`config.mk`:
```
export PLATFORM = sky130hd
export DESIGN_NAME = adc_sample_sequencer
export DESIGN_NICKNAME = d
export VERILOG_FILES = /design/src/rtl/adc_sample_sequencer_pkg.sv /design/src/rtl/sample_tick_gen.sv /design/src/rtl/adc_sample_sequencer.sv
export SDC_FILE = /design/constraint.sdc
export NUM_CORES = 1
export LEC_CHECK = 0
export CAP_MARGIN = 20
export CORE_UTILIZATION = 45
export DETAILED_ROUTE_END_ITERATION = 10
export GPL_TIMING_DRIVEN = 0
export PLACE_DENSITY = 0.79
export SYNTH_ARGS = -nofsm -noshare
export SYNTH_HDL_FRONTEND = slang
export SYNTH_SLANG_ARGS = --single-unit
```
`constraint.sdc`:
```
create_clock -name SYS_CLK -period 2.7 [get_ports SYS_CLK]
set_input_delay 0.405 -clock SYS_CLK [delete_from_list [all_inputs] [get_ports SYS_CLK]]
set_output_delay 0.405 -clock SYS_CLK [all_outputs]
set_load 0.1 [all_outputs]
```
`src/rtl/adc_sample_sequencer_pkg.sv`:
```
// Shared definitions for the ADC sample sequencer.
//   seq_state_e : scan FSM states (idle, start conversion, wait for FIN, write result)
//   CMD_*       : fixed fields of the SPI ADC command word
//   build_cmd   : assembles the command word for a given input channel
package adc_sample_sequencer_pkg;

  typedef enum logic [1:0] {
    StIdle  = 2'd0,
    StStart = 2'd1,
    StConv  = 2'd2,
    StWrite = 2'd3
  } seq_state_e;

  localparam logic [3:0] CMD_PREFIX = 4'b0001;
  localparam logic       CMD_WRITE  = 1'b1;
  localparam logic [6:0] CMD_TAIL   = 7'b1000000;

  function automatic logic [15:0] build_cmd(input logic [1:0] chan_sel);
    return {CMD_PREFIX, CMD_WRITE, 2'b00, chan_sel, CMD_TAIL};
  endfunction

endpackage

```
`src/rtl/sample_tick_gen.sv`:
```
// Fixed-rate sample tick generator.
//   SYS_CLK : system clock
//   reset   : synchronous, active-high reset
//   on      : run enable; the counter is held at 0 while low
//   tick    : high for one cycle every TICK_DIV cycles while on
module sample_tick_gen #(
  parameter int unsigned TICK_DIV = 128
) (
  input  logic SYS_CLK,
  input  logic reset,
  input  logic on,
  output logic tick
);

  localparam int unsigned CW = (TICK_DIV > 1) ? $clog2(TICK_DIV) : 1;
  localparam logic [CW-1:0] LAST = CW'(TICK_DIV - 1);

  logic [CW-1:0] count_q;

  always_ff @(posedge SYS_CLK) begin
    if (reset || !on) begin
      count_q <= '0;
    end else if (count_q == LAST) begin
      count_q <= '0;
    end else begin
      count_q <= count_q + 1'b1;
    end
  end

  // Gated by on so a counter parked at 0 can never look like a tick.
  assign tick = on && (count_q == LAST);

endmodule

```
`src/rtl/adc_sample_sequencer.sv`:
```
// ADC sample sequencer: on every sample tick, scans ADCs 0..NUM_ADC-1 one at a time over their
// SPI masters and writes each conversion result as one word into the sample FIFO.
//   SYS_CLK      : system clock
//   reset        : synchronous, active-high reset (aborts a frame immediately)
//   on           : run enable
//   chan_sel     : ADC input channel, placed in the command word at frame start
//   adc_fin      : FIN from each SPI ADC master
//   adc_data     : result buses, ADC i at [DBITS*i +: DBITS]
//   fifo_full    : sample FIFO full
//   adc_en       : ENA to each SPI ADC master, one-hot or zero
//   adc_cmd      : command word, common to all ADCs, stable for a whole frame
//   fifo_wr      : one-cycle FIFO write strobe
//   fifo_din     : FIFO write data (zero outside the write cycle)
//   busy         : frame in progress
//   overrun      : sticky, a result was dropped because the FIFO was full
//   late         : sticky, a tick arrived while a frame was still running
//   timeout_err  : sticky, a conversion never raised FIN within FIN_TIMEOUT cycles
//   sample_count : number of words written to the FIFO, wrapping
module adc_sample_sequencer
  import adc_sample_sequencer_pkg::*;
#(
  parameter int unsigned TICK_DIV    = 128,
  parameter int unsigned NUM_ADC     = 5,
  parameter int unsigned DBITS       = 16,
  parameter int unsigned FIN_TIMEOUT = 1024
) (
  input  logic                     SYS_CLK,
  input  logic                     reset,
  input  logic                     on,
  input  logic [1:0]               chan_sel,
  input  logic [NUM_ADC-1:0]       adc_fin,
  input  logic [DBITS*NUM_ADC-1:0] adc_data,
  input  logic                     fifo_full,
  output logic [NUM_ADC-1:0]       adc_en,
  output logic [15:0]              adc_cmd,
  output logic                     fifo_wr,
  output logic [DBITS-1:0]         fifo_din,
  output logic                     busy,
  output logic                     overrun,
  output logic                     late,
  output logic                     timeout_err,
  output logic [15:0]              sample_count
);

  localparam int unsigned IW = (NUM_ADC > 1) ? $clog2(NUM_ADC) : 1;
  localparam int unsigned TW = $clog2(FIN_TIMEOUT + 1);
  localparam logic [IW-1:0] LAST_IDX = IW'(NUM_ADC - 1);
  localparam logic [TW-1:0] TMO_LAST = TW'(FIN_TIMEOUT - 1);

  seq_state_e          state_q;
  logic [IW-1:0]       idx_q;
  logic [TW-1:0]       tmo_q;
  logic [NUM_ADC-1:0]  fin_q;
  logic [DBITS-1:0]    cap_q;
  logic                tick;
  logic                fin_rise;
  logic                frame_done;
  logic [DBITS-1:0]    adc_word [NUM_ADC];

  sample_tick_gen #(
    .TICK_DIV (TICK_DIV)
  ) u_tick (
    .SYS_CLK (SYS_CLK),
    .reset   (reset),
    .on      (on),
    .tick    (tick)
  );

  for (genvar g = 0; g < NUM_ADC; g++) begin : g_word
    assign adc_word[g] = adc_data[DBITS*g +: DBITS];
  end

  assign fin_rise = adc_fin[idx_q] & ~fin_q[idx_q];
  // Dropping on lets the current conversion complete, then the frame stops.
  assign frame_done = (idx_q == LAST_IDX) || !on;

  always_ff @(posedge SYS_CLK) begin
    if (reset) begin
      state_q      <= StIdle;
      idx_q        <= '0;
      tmo_q        <= '0;
      fin_q        <= '0;
      cap_q        <= '0;
      adc_en       <= '0;
      adc_cmd      <= '0;
      busy         <= 1'b0;
      overrun      <= 1'b0;
      late         <= 1'b0;
      timeout_err  <= 1'b0;
      sample_count <= '0;
    end else begin
      fin_q <= adc_fin;
      // Ticks during a frame are not queued; the tick rate stays fixed.
      if (tick && (state_q != StIdle)) begin
        late <= 1'b1;
      end
      unique case (state_q)
        StIdle: begin
          if (tick) begin
            state_q <= StStart;
            idx_q   <= '0;
            adc_cmd <= build_cmd(chan_sel);
            busy    <= 1'b1;
          end
        end
        StStart: begin
          adc_en  <= NUM_ADC'(1) << idx_q;
          tmo_q   <= '0;
          state_q <= StConv;
        end
        StConv: begin
          if (fin_rise) begin
            cap_q   <= adc_word[idx_q];
            adc_en  <= '0;
            state_q <= StWrite;
          end else if (tmo_q == TMO_LAST) begin
            // Stuck converter: abandon it without a write and move on.
            adc_en      <= '0;
            timeout_err <= 1'b1;
            if (frame_done) begin
              state_q <= StIdle;
              busy    <= 1'b0;
            end else begin
              idx_q   <= idx_q + 1'b1;
              state_q <= StStart;
            end
          end else begin
            tmo_q <= tmo_q + 1'b1;
          end
        end
        StWrite: begin
          if (!fifo_full) begin
            sample_count <= sample_count + 16'd1;
          end else begin
            overrun <= 1'b1;
          end
          if (frame_done) begin
            state_q <= StIdle;
            busy    <= 1'b0;
          end else begin
            idx_q   <= idx_q + 1'b1;
            state_q <= StStart;
          end
        end
        default: state_q <= StIdle;
      endcase
    end
  end

  // The strobe is decoded from the state and gated directly by fifo_full, so a write can never
  // coincide with a full FIFO even if fifo_full changes during the write cycle.
  always_comb begin
    fifo_wr  = (state_q == StWrite) && !fifo_full;
    fifo_din = '0;
    if (fifo_wr) begin
      fifo_din = cap_q;
    end
  end

endmodule
```
==> out/results.txt <==
ys async rst share: 0%
R2R depth: 6
area leader, netlist: dfxtp_1
post-CTS resize count: 73
#FFs+latches synth: 72
largest net degree at the start of global routing: 14
clk sink count: 72
peak per-stage delay on the critical path: 420 ps
Critical Path, Cell by Cell: ha_1, nand2b_1, inv_1, clkbuf_2, and2_1, buf_2
Syn Std Cell Area: 4000 µm²
die area: 9260 µm²
yosys warns: 0
layout cells sized above 1: 10.0%
crit path time final: 2570 ps
hold_buf cts: 0
CTS Buffer Depth: 2
worst hold stages: 2
Ports: 149
Worst-Skew Late Latency: 350 ps
number of flops mapped to enable cells by yosys: 0
Clock Root Buffer: clkbuf_8
Seq. cell area: 1440 µm²
Max Cap Violations: 0
DRC: 0
area of the multi-input gates: 2300 µm²
initial antenna violation count: 0
count of cell types in the netlist: 53
Peak VDD IR: 0.367 mV
Final Max Slew Viols: 0
Initial Util: 46.0%
DRT Wirelength: 11700 µm
detailed placement HPWL: 9210 µm
post-CTS setup buffers: 0
vias in the first global route: 3640
area share of the largest cell type after synthesis: 36.1%
DRT iter0 DRCs: 215
port bufs: 137
gr ovfl total: 0
dpl cells: 732
Area Growth Syn to Fin: 41.5%
clk_skew: 12.0 ps
Crit. End Element: output pin
width of the die: 96.2 µm
Routed WL per cell: 15.7 µm
CP arrival: 2160 ps
crit path max fanout: 10
Rows: 34
final RePlAce weighted congestion: 0.937
Max-slew headroom: 32.4%
Antenna Diode Count: 0
CTS H-tree depth: 3
commonest cells in the netlist: dfxtp_1, nand2_1, nor2_1, mux2i_1, o21ai_0
Setup CP Type: flop to output pin
fin crit share: 95.0%
fin util: 65.1%
post-route ant nets: 0
Slew @ Worst Pin: 1010 ps
final setup fails: 0
Leakage Power: 2.05 nW
top_reg_cell synth: dfxtp_1
first-pass GRT wire length: 17700 µm
worst path required time: 2300 ps
HP Class: flop to flop
Post-Syn Area per Cell: 8.38 µm²
status: complete, no violations
Chip Height: 96.2 µm
CTS buffer count: 9
total global-route track usage: 25.4%
FMAX: 0.390 GHz
drt via density: 5.36
number of nets in the layout: 737
Critical Path Start Type: flop
most common cell in the netlist: dfxtp_1
slowest CP cell: buf_2
core area: 8680 µm²
ranking of synthesized cells by area: dfxtp_1, mux2i_1, nand2_1
CTS tree: yes
Final Hold Viols: 0
Non-Filler Instances: 747
fill cell total of the finished layout: 773
Cell Pwr Density: 430 nW/µm²
sequential fraction of the synthesis area: 36.1%
clock-pin slew of the registers on the worst-case setup and hold paths: 80 ps
DRT Pass-1 Iters: 5
Post-Synthesis Cells: 477
via count: 4002
==> through the flow <==
| stage | setup slack [ps] | hold WS [ps] | total power, mW | setup TNS, ps | instance area (µm²) |
|---|---|---|---|---|---|
| 6_report | 134 | 454 | 2.43 | 0 | 5650 |
| 5_1_grt | -0.0748 | 481 | 2.53 | -0.0748 | 5650 |
| 4_1_cts | 0.107 | 455 | 2.45 | 0 | 5710 |
| 3_5_place_dp | -612 | 443 | 1.68 | -8060 | 5540 |
| 3_3_place_gp | -599 | 431 | 1.68 | -7820 | 5540 |
| 2_1_floorplan | 142 | 418 | 1.47 | 0 | 4030 |
==> cell type report <==
class	instances	share of cell area, %
multi-input combinational	360	40.7
sequential	72	25.5
timing repair buffer	137	23.2
buffer	39	4.12
tap	108	2.39
clock buffer	10	2.26
inverter	15	0.996
clock inverter	6	0.775
==> final timing paths <==
check                                              from                endpoint  slack (ps)
worst max-delay path            state_q[0]$_SDFFE_PP0P_             fifo_din[9]         130
worst min-delay path             cap_q[10]$_SDFFE_PP0P_  cap_q[10]$_SDFFE_PP0P_         450
worst max register to register    idx_q[0]$_SDFFE_PP0P_   idx_q[2]$_SDFFE_PP0P_         260
worst min register to register   cap_q[10]$_SDFFE_PP0P_  cap_q[10]$_SDFFE_PP0P_         450
==> layout by cell type, fill, tap and decap left out, types with 12 or more instances in the layout <==
| master | n |
|---|---|
| nor2_1 | 49 |
| xor2_1 | 12 |
| nand4_1 | 14 |
| dfxtp_1 | 72 |
| nand3_1 | 17 |
| nor3_1 | 13 |
| o21ai_0 | 24 |
| mux2i_1 | 27 |
| buf_4 | 20 |
| nand2_1 | 50 |
| ha_1 | 12 |
| inv_1 | 14 |
| o211ai_1 | 13 |
| clkdlybuf4s50_1 | 120 |
| clkbuf_1 | 15 |
| a21oi_1 | 23 |
| and2_1 | 16 |
==> sequential cells by signal, summed over array words and instances, names as in the netlist <==
name	cells
cap_q	16
sample_count	16
tmo_q	11
u_tick.count_q	7
adc_en	5
fin_q	5
adc_cmd	3
idx_q	3
state_q	2
busy	1
late	1
overrun	1
timeout_err	1
==> cell families after synthesis <==
family | after synthesis | synth area share [%]
AOI/OAI and AO/OA | 90 | 14.7
xor gates and xnor gates | 18 | 3.95
adders and majority gates | 12 | 3.76
buffers and inverters | 55 | 7.27
DFF | 72 | 36.1
muxes | 33 | 10.1
other | 1 | 0.0939
and+or+nand+nor | 196 | 24.1
==> power by group <==
part           switching [mW]  leakage (nW)  internal [mW]  total (mW)
clock                   0.429        0.0866          0.337       0.766
sequential             0.0171         0.582           1.09        1.11
combinational           0.335          1.38          0.226       0.561
total                   0.781          2.05           1.65        2.43
==> worst max-delay path, delay by kind of cell, from the launching register on <==
| family | cells | cell delay, ps |
|---|---|---|
| adders and majority gates | 1 | 300 |
| buffers and inverters | 3 | 770 |
| DFF | 1 | 400 |
| and+or+nand+nor | 2 | 320 |
==> metal layers <==
metal	track usage (%)	vias up	routed length (µm)
li1	-	1979	-
met1	31.5	1844	4750
met2	42.4	160	5870
met3	4.34	19	880
met4	11.9	0	246
met5	0	-	0
Power figures use the tool's default switching activity.
